### src/rtl/serial_rx.sv
// UART receiver: 16x oversampled 8N1 front end feeding a show-ahead FIFO.
// Define SERIAL_RX_PARITY_EN to expect an even-parity bit after the data bits.
module serial_rx #(
  parameter int CLK_HZ     = 100000000,
  parameter int BAUD       = 115200,
  parameter int FIFO_DEPTH = 16
) (
  input  logic                          clk,
  input  logic                          reset,
  input  logic                          rxd,
  output logic [7:0]                    dout,
  output logic                          valid,
  input  logic                          ready,
  output logic [$clog2(FIFO_DEPTH):0]   count,
  output logic                          frame_err,
  output logic                          overrun
);

  localparam int DIV = CLK_HZ / (BAUD * 16);
  localparam int DW  = (DIV < 2) ? 1 : $clog2(DIV);
  localparam int AW  = $clog2(FIFO_DEPTH);
  localparam int CW  = AW + 1;

  if (DIV < 1) begin : g_div_err
    $error("serial_rx: CLK_HZ/(BAUD*16) must be at least 1");
  end

  typedef enum logic [2:0] {
    S_IDLE,
    S_START,
    S_DATA,
`ifdef SERIAL_RX_PARITY_EN
    S_PARITY,
`endif
    S_STOP,
    S_WAIT
  } state_t;

  logic          s1_q, s2_q, prev_q;
  logic          rx_s, fall;
  logic [DW-1:0] div_q;
  logic          tick;
  state_t        state_q;
  logic [3:0]    phase_q;
  logic [2:0]    bit_q;
  logic [7:0]    shift_q;
  logic          frame_err_q;
  logic          par_ok;
  logic          push, pop, full, do_push;
  logic [7:0]    mem_q [FIFO_DEPTH];
  logic [AW-1:0] wptr_q, rptr_q;
  logic [CW-1:0] count_q;
  logic          overrun_q;

  // Line is idle-high, so the synchronizer and edge history reset to 1.
  always_ff @(posedge clk) begin
    if (reset) begin
      s1_q   <= 1'b1;
      s2_q   <= 1'b1;
      prev_q <= 1'b1;
    end else begin
      s1_q   <= rxd;
      s2_q   <= s1_q;
      prev_q <= s2_q;
    end
  end

  assign rx_s = s2_q;
  assign fall = prev_q & ~s2_q;
  assign tick = (div_q == DW'(DIV - 1));

  always_ff @(posedge clk) begin
    if (reset || tick) div_q <= '0;
    else               div_q <= div_q + 1'b1;
  end

`ifdef SERIAL_RX_PARITY_EN
  logic perr_q;
  assign par_ok = ~perr_q;
`else
  assign par_ok = 1'b1;
`endif

  always_ff @(posedge clk) begin
    if (reset) begin
      state_q     <= S_IDLE;
      phase_q     <= '0;
      bit_q       <= '0;
      shift_q     <= '0;
      frame_err_q <= 1'b0;
`ifdef SERIAL_RX_PARITY_EN
      perr_q      <= 1'b0;
`endif
    end else begin
      frame_err_q <= 1'b0;
      unique case (state_q)
        S_IDLE: begin
          if (fall) begin
            state_q <= S_START;
            phase_q <= '0;
          end
        end
        S_START: begin
          if (tick) begin
            phase_q <= phase_q + 4'd1;
            if (phase_q == 4'd7) begin
              phase_q <= '0;
              bit_q   <= '0;
`ifdef SERIAL_RX_PARITY_EN
              perr_q  <= 1'b0;
`endif
              state_q <= rx_s ? S_IDLE : S_DATA;
            end
          end
        end
        S_DATA: begin
          if (tick) begin
            phase_q <= phase_q + 4'd1;
            if (phase_q == 4'd15) begin
              shift_q <= {rx_s, shift_q[7:1]};
              bit_q   <= bit_q + 3'd1;
              if (bit_q == 3'd7) begin
`ifdef SERIAL_RX_PARITY_EN
                state_q <= S_PARITY;
`else
                state_q <= S_STOP;
`endif
              end
            end
          end
        end
`ifdef SERIAL_RX_PARITY_EN
        S_PARITY: begin
          if (tick) begin
            phase_q <= phase_q + 4'd1;
            if (phase_q == 4'd15) begin
              perr_q  <= ^{rx_s, shift_q};
              state_q <= S_STOP;
            end
          end
        end
`endif
        S_STOP: begin
          if (tick) begin
            phase_q <= phase_q + 4'd1;
            if (phase_q == 4'd15) begin
              frame_err_q <= ~rx_s | ~par_ok;
              state_q     <= rx_s ? S_IDLE : S_WAIT;
            end
          end
        end
        S_WAIT: begin
          if (rx_s) state_q <= S_IDLE;
        end
        default: state_q <= S_IDLE;
      endcase
    end
  end

  // Byte is written on the same edge the stop bit is sampled.
  assign push = (state_q == S_STOP) && tick && (phase_q == 4'd15)
              && rx_s && par_ok;

  assign valid   = (count_q != '0);
  assign full    = (count_q == CW'(FIFO_DEPTH));
  assign pop     = valid && ready;
  assign do_push = push && (!full || pop);

  always_ff @(posedge clk) begin
    if (do_push) mem_q[wptr_q] <= shift_q;
  end

  always_ff @(posedge clk) begin
    if (reset) begin
      wptr_q    <= '0;
      rptr_q    <= '0;
      count_q   <= '0;
      overrun_q <= 1'b0;
    end else begin
      if (do_push) wptr_q <= wptr_q + 1'b1;
      if (pop)     rptr_q <= rptr_q + 1'b1;
      unique case ({do_push, pop})
        2'b10:   count_q <= count_q + 1'b1;
        2'b01:   count_q <= count_q - 1'b1;
        default: count_q <= count_q;
      endcase
      if (push && full && !pop) overrun_q <= 1'b1;
    end
  end

  assign dout      = mem_q[rptr_q];
  assign count     = count_q;
  assign frame_err = frame_err_q;
  assign overrun   = overrun_q;

endmodule

### config.mk
export PLATFORM = sky130hd
export DESIGN_NAME = serial_rx
export DESIGN_NICKNAME = d
export VERILOG_FILES = /design/src/rtl/serial_rx.sv
export SDC_FILE = /design/constraint.sdc
export NUM_CORES = 1
export LEC_CHECK = 0
export ABC_AREA = 1
export BUFFER_PORTS_ARGS = -buffer_cell sky130_fd_sc_hd__buf_2
export CORE_UTILIZATION = 35
export CTS_CLUSTER_SIZE = 28
export DETAILED_ROUTE_END_ITERATION = 10
export PLACE_DENSITY = 0.5
export SETUP_SLACK_MARGIN = 0.4
export SLEW_MARGIN = 0
export SYNTH_ARGS = -nofsm -noshare
export SYNTH_HDL_FRONTEND = slang
export SYNTH_SLANG_ARGS = --single-unit
### constraint.sdc
create_clock -name clk -period 2.8 [get_ports clk]
set_input_delay 0.14 -clock clk [delete_from_list [all_inputs] [get_ports clk]]
set_output_delay 0.14 -clock clk [all_outputs]
set_load 0.05 [all_outputs]
==> run metrics <==
drt total wl=16140 um; Pwr Total=6.746 mW; IO Port Bufs=19; Critical Path End Type=output port; top cells by count, synth=edfxtp_1, inv_1, a21oi_1; final clock skew=0.01093 ns; met1 Track Usage GR=0.1997; number of synthesized flops with an enable pin=128; GP Congestion=0.8204; clk buf depth=2; Post-Route Setup TNS=0 ns; Worst EP required=2.66 ns; Power per Cell Area=799.6 nW/um^2; Worst Hold Class=in2reg; storage element area=4768 um^2; die span in x=146.6 um; CTS tree=done; post-synth top area share=0.5251; met3 Usage GRT=0.03688; DR vias/cell=4.903; IO Pins=20; Data arrival, critical path=2.10 ns; register area share after synthesis=0.6509; period utilisation layout=0.7986; WS Path Type=reg2out; Via Count=4653; grt met2 use=0.2690; main flop type after synthesis=edfxtp_1; Hold Path Origin=ready; DR iter-0 viols=252; Reg clk slew, reported paths=0.07 ns; Post-Syn Area=7320 um^2; WL/cell=17.01 um; final setup fails=0; Max H-tree Level=4; RSZ-0062 raised after global routing=false; Initial Util=0.3594; clock sinks=174; core area=20360 um^2; Yosys warnings=0; initial antenna violation count=0; Core Util, Final=0.4143; Distinct cells, synth=42; #FFs+latches synth=174; Clock Tree Root=clkbuf_16; Antenna Violating Nets Remaining=0; cts bufs inserted=17; residual DRC count=0; WHS=0.06220 ns; crit path launch type=register; area occupied by multi-input gates=2151 um^2; worst-skew pair later-pin latency=0.42 ns; Slew headroom=0.4275; leakage power=3.152 nW; DIE HEIGHT=146.6 um; filler instances=1898; nets=682; Final Max Slew Viols=0; Max-Cap Viols=0; DR pass1 iterations=4; largest net degree at the start of global routing=33; total gr overflow=0; CP Max Fanout=19; synth top area cells=edfxtp_1, dfxtp_1, mux2i_1; Detailed Place HPWL=10420 um; final hold violation count=0; Finished Cell Area=8437 um^2; area grow syn2layout=15.26%; syn_area_per_cell=11.66 um^2; cell with the most instances after synthesis=edfxtp_1; pin slew with the least headroom to its limit=0.8575 ns; share of cells above drive strength 1=0.1576; Max Clk Rate=447.2 MHz; cell area after placement=7787 um^2; area leader, netlist=edfxtp_1; RR Startpoint=phase_q[1]; row count=52; worst vdd ir=0.5478 mV; global-route wire length before repair=25460 um; global route hottest layer=met2; GRT Total Usage=0.1581; vias in the first global route=4598; ant diodes=0; status=finished, final reports clean; Syn Nets=644; Tmin final=2.236 ns; Cells after Synth=628; Post-synth ARST share=0; Die ar.=21490 um^2
==> where the power goes <==
part / total [mW] / internal, mW / switching [mW] / leakage (nW)
registers: 2.89 / 2.79 / 0.101 / 1.86
logic: 1.61 / 0.530 / 1.08 / 1.02
clock network: 2.24 / 1.24 / 1.00 / 0.271
total: 6.75 / 4.56 / 2.19 / 3.15
==> worst max-delay path, cell delays in order (launching register included) <==
cell        delay (ns)
dfxtp_1           0.45
clkinvlp_4        0.22
buf_4             0.24
o21ai_0           0.29
o211ai_1          0.13
nand2_1           0.09
buf_2             0.26
==> kinds of logic (layout without fill, tap and decap cells) <==
group,count (synthesis),count (layout),synth area share
multiplexers,32,32,0.04376
buffers and inverters,103,154,0.05692
adder cells (fa/ha/maj),12,12,0.02051
AND/OR/NAND/NOR,147,147,0.1026
XOR/XNOR,3,3,0.003590
AO/OA/AOI/OAI,157,157,0.1217
flip-flops,174,174,0.6509
==> metrics by stage <==
step,std cells,setup slack (ns)
global placement,910,0.5453
finish,949,0.5639
CTS,944,0.4016
global route,949,0.4009
floorplan,628,0.4036
detailed placement,910,0.4490
==> layout make-up <==
cell class              count  area share
repair buffers             44     0.03722
well taps                 270     0.04004
multi-input cells         351      0.2549
clock buffers              17     0.05042
inverters                  78     0.03604
clock inverters            15     0.01616
flip-flops and latches    174      0.5652
==> cell usage in the layout (no fill, tap or decap), types with 5 or more instances in the layout <==
cell,instances
dfxtp_1,45
nor2_2,6
nand3_2,5
nor3_1,5
nand4_1,5
nor2_1,39
a21oi_1,58
inv_1,69
nand2_1,46
o211ai_1,33
ha_1,12
mux2i_1,32
edfxtp_1,128
o21ai_0,55
buf_2,20
nand3_1,22
o21ai_1,5
inv_2,5
clkbuf_16,17
buf_4,19
==> final timing paths <==
| kind | end | slack, ns | cells past startpoint |
|---|---|---|---|
| setup / recovery | dout[6] | 0.56 | 6 |
| hold / removal | overrun | 0.06 | 4 |
| setup reg to reg | count[4] | 0.58 | 14 |
| hold reg to reg | rx_s | 0.42 | 1 |
==> sequential cells by signal, indices dropped and copies added, names as in the netlist, named ones only <==
name / cells
state_q: 3
s1_q: 1
rx_s: 1
frame_err: 1
shift_q: 8
phase_q: 4
mem_q: 128
div_q: 6
rptr_q: 4
overrun: 1
count: 5
wptr_q: 4
bit_q: 3
prev_q: 1
==> per-layer routing <==
metal	wire [um]	vias up
li1	-	2304
met1	7396	2254
met2	8002	84
met3	594	11
met4	151	0
met5	0	-
==> what timing repair did <==
action                                  CTS  global route
buffers inserted                          1             5
hold buffers                              1             0
hold endpoints to repair                  1             0
gates resized for setup                   0             7
endpoints found under the setup margin    8            48
Power figures use the tool's default switching activity.
